## config.mk

```make
export PLATFORM = sky130hd
export DESIGN_NAME = divclk_monitor_flat
export DESIGN_NICKNAME = d
export VERILOG_FILES = /design/src/rtl/divclk_monitor_if.sv /design/src/rtl/divclk_monitor.sv /design/src/flat_wrapper.sv
export SDC_FILE = /design/constraint.sdc
export NUM_CORES = 1
export LEC_CHECK = 0
export ABC_CLOCK_PERIOD_IN_PS = 5200
export CAP_MARGIN = 40
export CORE_MARGIN = 2
export CORE_UTILIZATION = 35
export DETAILED_ROUTE_END_ITERATION = 10
export SLEW_MARGIN = 10
export SYNTH_ARGS = -nofsm -noshare
export SYNTH_HDL_FRONTEND = slang
export SYNTH_SLANG_ARGS = --single-unit
export TNS_END_PERCENT = 10
```

## constraint.sdc

```tcl
create_clock -name clk -period 5.2 [get_ports clk]
set_input_delay 0.52 -clock clk [delete_from_list [all_inputs] [get_ports clk]]
set_output_delay 0.52 -clock clk [all_outputs]
set_load 0.05 [all_outputs]
```

## src/rtl/divclk_monitor_if.sv

```systemverilog
// divclk_monitor_if: bundle between a divided-clock tap and its monitor.
//  slow_in       divided-clock bit (asynchronous to clk)
//  tick_en       one-cycle enable per synchronised rising edge
//  period        clk cycles between the last two rising edges
//  period_valid  period holds a complete measurement
//  locked        two consecutive periods agree within tolerance
//  lost          no rising edge for the timeout window
// master = tap side (drives slow_in), slave = monitor side.
interface divclk_monitor_if #(
  parameter int PERIOD_W = 24
);
  logic                slow_in;
  logic                tick_en;
  logic [PERIOD_W-1:0] period;
  logic                period_valid;
  logic                locked;
  logic                lost;

  modport master (output slow_in, input tick_en, period, period_valid, locked, lost);
  modport slave  (input slow_in, output tick_en, period, period_valid, locked, lost);
endinterface

```

## src/rtl/divclk_monitor.sv

```systemverilog
// divclk_monitor: receives one slow divided-clock tap, turns its rising edges
// into single-cycle clk enables, measures its period in clk cycles and
// reports lock / loss-of-clock status.
// Ports:
//  clk   system clock
//  clr   asynchronous active-high clear
//  mon   divclk_monitor_if.slave (slow_in in; tick_en, period,
//        period_valid, locked, lost out, all registered)
module divclk_monitor #(
  parameter int SYNC_STAGES = 2,
  parameter int PERIOD_W    = 24,
  parameter int TIMEOUT     = 2**22,
  parameter int TOL         = 4
)(
  input  logic            clk,
  input  logic            clr,
  divclk_monitor_if.slave mon
);

  typedef enum logic [2:0] {IDLE, MEASURE, LOCKWAIT, LOCKED, LOST} state_t;

  localparam logic [PERIOD_W-1:0] CNT_MAX = '1;
  localparam logic [PERIOD_W-1:0] TO_LAST = PERIOD_W'(TIMEOUT - 1);
  localparam logic [PERIOD_W:0]   TOL_W   = (PERIOD_W+1)'(TOL);

  // synchroniser + edge detect
  logic [SYNC_STAGES-1:0] sync_pipe;
  logic                   s_prev;
  logic                   rise;
  logic                   rise_q;   // edge flop; the FSM and counter act on this

  assign rise = sync_pipe[SYNC_STAGES-1] & ~s_prev;

  always_ff @(posedge clk or posedge clr) begin
    if (clr) begin
      sync_pipe <= '0;
      s_prev    <= 1'b0;
      rise_q    <= 1'b0;
    end else begin
      sync_pipe <= {sync_pipe[SYNC_STAGES-2:0], mon.slow_in};
      s_prev    <= sync_pipe[SYNC_STAGES-1];
      rise_q    <= rise;
    end
  end

  // measurement state
  state_t              state;
  logic [PERIOD_W-1:0] cnt;
  logic [PERIOD_W-1:0] period_q;
  logic                tick_q;
  logic                pvalid_q;
  logic                locked_q;
  logic                lost_q;

  // Candidate period: cycles since the previous edge, inclusive of this one.
  // Held at all-ones once the counter saturates rather than wrapping to 0.
  logic [PERIOD_W-1:0] p_cand;
  logic [PERIOD_W:0]   diff_raw;
  logic [PERIOD_W:0]   diff_mag;
  logic                in_tol;
  logic                timeout;

  assign p_cand   = (cnt == CNT_MAX) ? CNT_MAX : cnt + PERIOD_W'(1);
  // One extra bit keeps the signed difference exact for any pair of periods.
  assign diff_raw = {1'b0, p_cand} - {1'b0, period_q};
  assign diff_mag = diff_raw[PERIOD_W] ? (~diff_raw + (PERIOD_W+1)'(1)) : diff_raw;
  assign in_tol   = (diff_mag <= TOL_W);
  // A rise in the same cycle takes priority over the timeout.
  assign timeout  = (cnt == TO_LAST) && !rise_q;

  always_ff @(posedge clk or posedge clr) begin
    if (clr) begin
      state    <= IDLE;
      cnt      <= '0;
      period_q <= '0;
      tick_q   <= 1'b0;
      pvalid_q <= 1'b0;
      locked_q <= 1'b0;
      lost_q   <= 1'b0;
    end else begin
      tick_q <= rise_q;

      if (rise_q)              cnt <= '0;
      else if (cnt != CNT_MAX) cnt <= cnt + PERIOD_W'(1);

      unique case (state)
        IDLE: begin
          if (rise_q) state <= MEASURE;
        end
        MEASURE: begin
          if (rise_q) begin
            state    <= LOCKWAIT;
            period_q <= p_cand;
            pvalid_q <= 1'b1;
          end else if (timeout) begin
            state    <= LOST;
            lost_q   <= 1'b1;
            locked_q <= 1'b0;
            pvalid_q <= 1'b0;
          end
        end
        LOCKWAIT: begin
          if (rise_q) begin
            period_q <= p_cand;
            if (in_tol) begin
              state    <= LOCKED;
              locked_q <= 1'b1;
            end
          end else if (timeout) begin
            state    <= LOST;
            lost_q   <= 1'b1;
            locked_q <= 1'b0;
            pvalid_q <= 1'b0;
          end
        end
        LOCKED: begin
          if (rise_q) begin
            period_q <= p_cand;
            if (!in_tol) begin
              state    <= LOCKWAIT;
              locked_q <= 1'b0;
            end
          end else if (timeout) begin
            state    <= LOST;
            lost_q   <= 1'b1;
            locked_q <= 1'b0;
            pvalid_q <= 1'b0;
          end
        end
        LOST: begin
          // The partial interval before this edge is dropped: the edge only
          // restarts measurement, exactly like the first edge out of IDLE.
          if (rise_q) begin
            state  <= MEASURE;
            lost_q <= 1'b0;
          end
        end
        default: state <= IDLE;
      endcase
    end
  end

  assign mon.tick_en      = tick_q;
  assign mon.period       = period_q;
  assign mon.period_valid = pvalid_q;
  assign mon.locked       = locked_q;
  assign mon.lost         = lost_q;

endmodule

```

## src/flat_wrapper.sv

```systemverilog
// flat-port wrapper written by rule: the top's interface ports become plain ports
module divclk_monitor_flat 
#(
  parameter int SYNC_STAGES = 2,
  parameter int PERIOD_W    = 24,
  parameter int TIMEOUT     = 2**22,
  parameter int TOL         = 4
)
  (clk, clr, mon_slow_in, mon_tick_en, mon_period, mon_period_valid, mon_locked, mon_lost);
  divclk_monitor_if #(.PERIOD_W(PERIOD_W)) mon_i ();
  input  logic clk;
  input  logic clr;
  input wire logic [$bits(mon_i.slow_in)-1:0] mon_slow_in;
  output wire logic [$bits(mon_i.tick_en)-1:0] mon_tick_en;
  output wire logic [$bits(mon_i.period)-1:0] mon_period;
  output wire logic [$bits(mon_i.period_valid)-1:0] mon_period_valid;
  output wire logic [$bits(mon_i.locked)-1:0] mon_locked;
  output wire logic [$bits(mon_i.lost)-1:0] mon_lost;
  assign mon_i.slow_in = mon_slow_in;
  assign mon_tick_en = mon_i.tick_en;
  assign mon_period = mon_i.period;
  assign mon_period_valid = mon_i.period_valid;
  assign mon_locked = mon_i.locked;
  assign mon_lost = mon_i.lost;
  divclk_monitor #(.SYNC_STAGES(SYNC_STAGES), .PERIOD_W(PERIOD_W), .TIMEOUT(TIMEOUT), .TOL(TOL)) u_core (.clk(clk), .clr(clr), .mon(mon_i));
endmodule
```

==> impl_metrics.csv <==
group,metric,value,unit
status,status,"finished, final reports clean",
yosys,syn_inst,663,
global_route,track_usage,0.183,
die,die_area,15600,sq um
routing,wl,14400,microns
job,drv_cap,0,
die,io_pins,31,
pwr,irDropWorstVdd,0.255,mV
finish,drive_gt1_frac,0.150,
critical_path,crit_path_end,"u_core.mon.locked",
global_route,grt_pass1_vias,4902,
yosys,synth_top_area_frac,0.289,
routing,vias,5021,
timing,finalWorstSetupSlack,0.215,ns
die,num_rows,44,
critical_path,reg2reg_slack,0.21,ns
placed_design,dp_cells,880,
finish,fin_nets,743,
clock_network,clockBufferDepth,2,
timing,tightest_slew,0.747,ns
routing,dr.pass1.iters,4,
placed_design,portBuffers,30,
yosys,synth.cell_area,5100,sq um
routing,route.detailed.drc,0,
critical_path,cp_max_fo,5,
critical_path,cp-end-kind,"flip-flop",
die,die_w,125,microns
min_path,min_path_cells,0,
clock_network,cts_sinks,59,
yosys,ys_seq_elements,59,
finish,stdcell_count,903,
yosys,synth_cell_type_count,72,
yosys,synth_nets,692,
yosys,syn_avg_cell_area,7.69,sq um
timing,fin_skew,0.00655,ns
finish,syn_to_final_growth,24.4,%
placed_design,dp_slack,0.0854,ns
pwr,pwr_density_cell,677,nW/um^2
global_route,antenna_found_initial,0,
die,die_h,125,microns
finish,final_cell_mix,"74 x nor2_1, 71 x nand2_1, 59 x dfrtp_1",
critical_path,slowest_stage,"or3b_2",
timing,hold_ws,0.350,ns
die,initial_core_util,0.355,
critical_path,worstSetupPathType,"flip-flop to flip-flop",
critical_path,crit_family,"simple AND/OR/NAND/NOR gates",
routing,ant_nets,0,
critical_path,worstPathArrival,5.26,ns
clock_network,clk_pin_slew_worst_paths,0.06,ns
placed_design,gp_congestion,0.908,
clock_network,cts_tree,"built",
finish,fillCellCount,1434,
timing,fin_crit_sh,0.959,
critical_path,startpoint,"u_core.cnt[0]",
yosys,ys_seq_area_frac,0.289,
yosys,synth-edff-count,0,
finish,ff_latch_area,1480,sq um
critical_path,crit_buf_inv,3,
die,coreArea,14400,sq um
min_path,hp-class,"flip-flop to flip-flop",
clock_network,cts_root_buf,"clkbuf_16",
global_route,grt_max_degree,60,
yosys,synth_area_leaders,"dfrtp_1 29%, ha_1 6.1%, nor2_1 5.8%",
routing,viasPerCell,5.56,
clock_network,clk_latency,0.33,ns
critical_path,rr_worst_depth,21,
placed_design,dp_hpwl,10800,microns
clock_network,numCtsBuffers,9,
timing,setup_viol,0,
clock_network,htree_levels,3,
timing,slew_headroom,0.502,
timing,hold_viol_final,0,
critical_path,crit_chain,"ha_2 -> nand3_1 -> nor2_2 -> buf_4 -> nand3_2 -> nor2_4 -> nand4_1 -> and2_4 -> ha_1 -> inv_1 -> fa_1 -> or3b_2 -> or3_4 -> nor2_4 -> nand4_1 -> buf_4 -> o41ai_2 -> o221ai_1 -> nor4_2 -> nand3_1 -> nand2_1",
critical_path,required,5.47,ns
yosys,async_reset_ff_frac,1.00,
routing,wire_per_inst,15.9,microns
finish,antenna_cells,0,
timing,fin_crit,4.99,ns
finish,final_common_cell,"nor2_1",
yosys,synthFlopType,"dfrtp_1",
yosys,yosys_warnings,0,
pwr,power,0.00430,W
yosys,yosys.area.top_type,"dfrtp_1",
global_route,grt_pass1_wl,23700,microns
timing,drv_slew,0,
pwr,leakagePower,2.90,nW
global_route,grt-ovfl-total,0,
critical_path,cp_num_cells,21,
critical_path,critPathLaunchType,"flip-flop",
finish,multi_input_area,3510,sq um
clock_network,holdBufCountCts,0,
critical_path,rr_startpoint,"u_core.cnt[0]",
timing,max_freq,201,MHz
critical_path,r2r-end,"u_core.mon.locked",
routing,drtIter0Drc,224,
critical_path,max_stage_delay,0.54,ns
finish,utilization,0.442,
-- synthesized netlist by cell type (3+ instances only) --
master	n
a22oi_1	3
inv_1	54
a31o_2	4
clkbuf_1	18
or3_1	8
nor3_1	10
a211oi_1	9
a211o_1	5
xnor2_1	24
o211ai_1	10
nand2b_1	8
o21ai_0	56
nor4_1	4
nor3b_1	3
and4_1	10
a21oi_1	43
and3_1	13
o211a_1	6
nor2b_1	4
dfrtp_1	59
nand4_1	13
xor2_1	12
a21o_1	7
nand3_1	21
o21a_1	6
o22ai_1	5
and2_1	9
ha_1	25
nor2_1	79
buf_2	6
nand3b_1	4
nand2_1	71
-- final cells by class --
cell class,count,area share
clock buffers,9,0.0355
flip-flops and latches,59,0.233
repair buffers,65,0.0941
well taps,184,0.0363
inverters,54,0.0319
multi-input cells,525,0.554
clock inverters,7,0.0160
-- metal layers --
layer,global-route usage,part of all wire
met1,0.247,0.46
met2,0.296,0.47
met3,0.0168,0.025
met4,0.0846,0.038
met5,0,0
-- through the flow --
stage / cell area [sq um] / setup TNS [ns]
3_5_place_dp: 5770 / 0
6_report: 6340 / 0
3_3_place_gp: 5740 / -0.104
4_1_cts: 6100 / 0
2_1_floorplan: 5100 / 0
5_1_grt: 6340 / -0.119
-- registers in the layout, indices dropped and copies added (netlist names) --
| register | count |
|---|---|
| u_core.rise_q | 1 |
| u_core.mon.period_valid | 1 |
| u_core.mon.period | 24 |
| u_core.mon.lost | 1 |
| u_core.mon.tick_en | 1 |
| u_core.sync_pipe | 2 |
| u_core.state | 3 |
| u_core.mon.locked | 1 |
| u_core.cnt | 24 |
| u_core.s_prev | 1 |
-- kinds of logic (layout without fill, tap and decap cells) --
| group | after synthesis | count (layout) | synth area share |
|---|---|---|---|
| and+or+nand+nor | 271 | 271 | 0.269 |
| buffers and inverters | 79 | 135 | 0.0604 |
| xor gates and xnor gates | 36 | 36 | 0.0618 |
| DFF | 59 | 59 | 0.290 |
| AOI/OAI and AO/OA | 188 | 188 | 0.246 |
| muxes | 4 | 4 | 0.00834 |
| adders and majority gates | 26 | 26 | 0.0653 |
-- repair_timing --
item | 4_1_cts | 5_1_grt
endpoints found under the setup margin | 0 | 2
setup buffers | 0 | 7
gates resized for setup | 0 | 45
-- worst min path at each step --
stage	slack (ns)	end	start
floorplan	0.33	u_core.sync_pipe[1]	u_core.sync_pipe[0]
global placement	0.34	u_core.sync_pipe[1]	u_core.sync_pipe[0]
detailed placement	0.34	u_core.sync_pipe[1]	u_core.sync_pipe[0]
CTS	0.35	u_core.sync_pipe[1]	u_core.sync_pipe[0]
global route	0.37	u_core.sync_pipe[1]	u_core.sync_pipe[0]
finish	0.35	u_core.sync_pipe[1]	u_core.sync_pipe[0]
-- power breakdown --
part | internal (W) | switching, W
Combinational | 0.00124 | 0.00189
Clock | 0.000422 | 0.000226
Sequential | 0.000487 | 0.0000233
Total | 0.00215 | 0.00214
(Power assumes the default switching activity.)
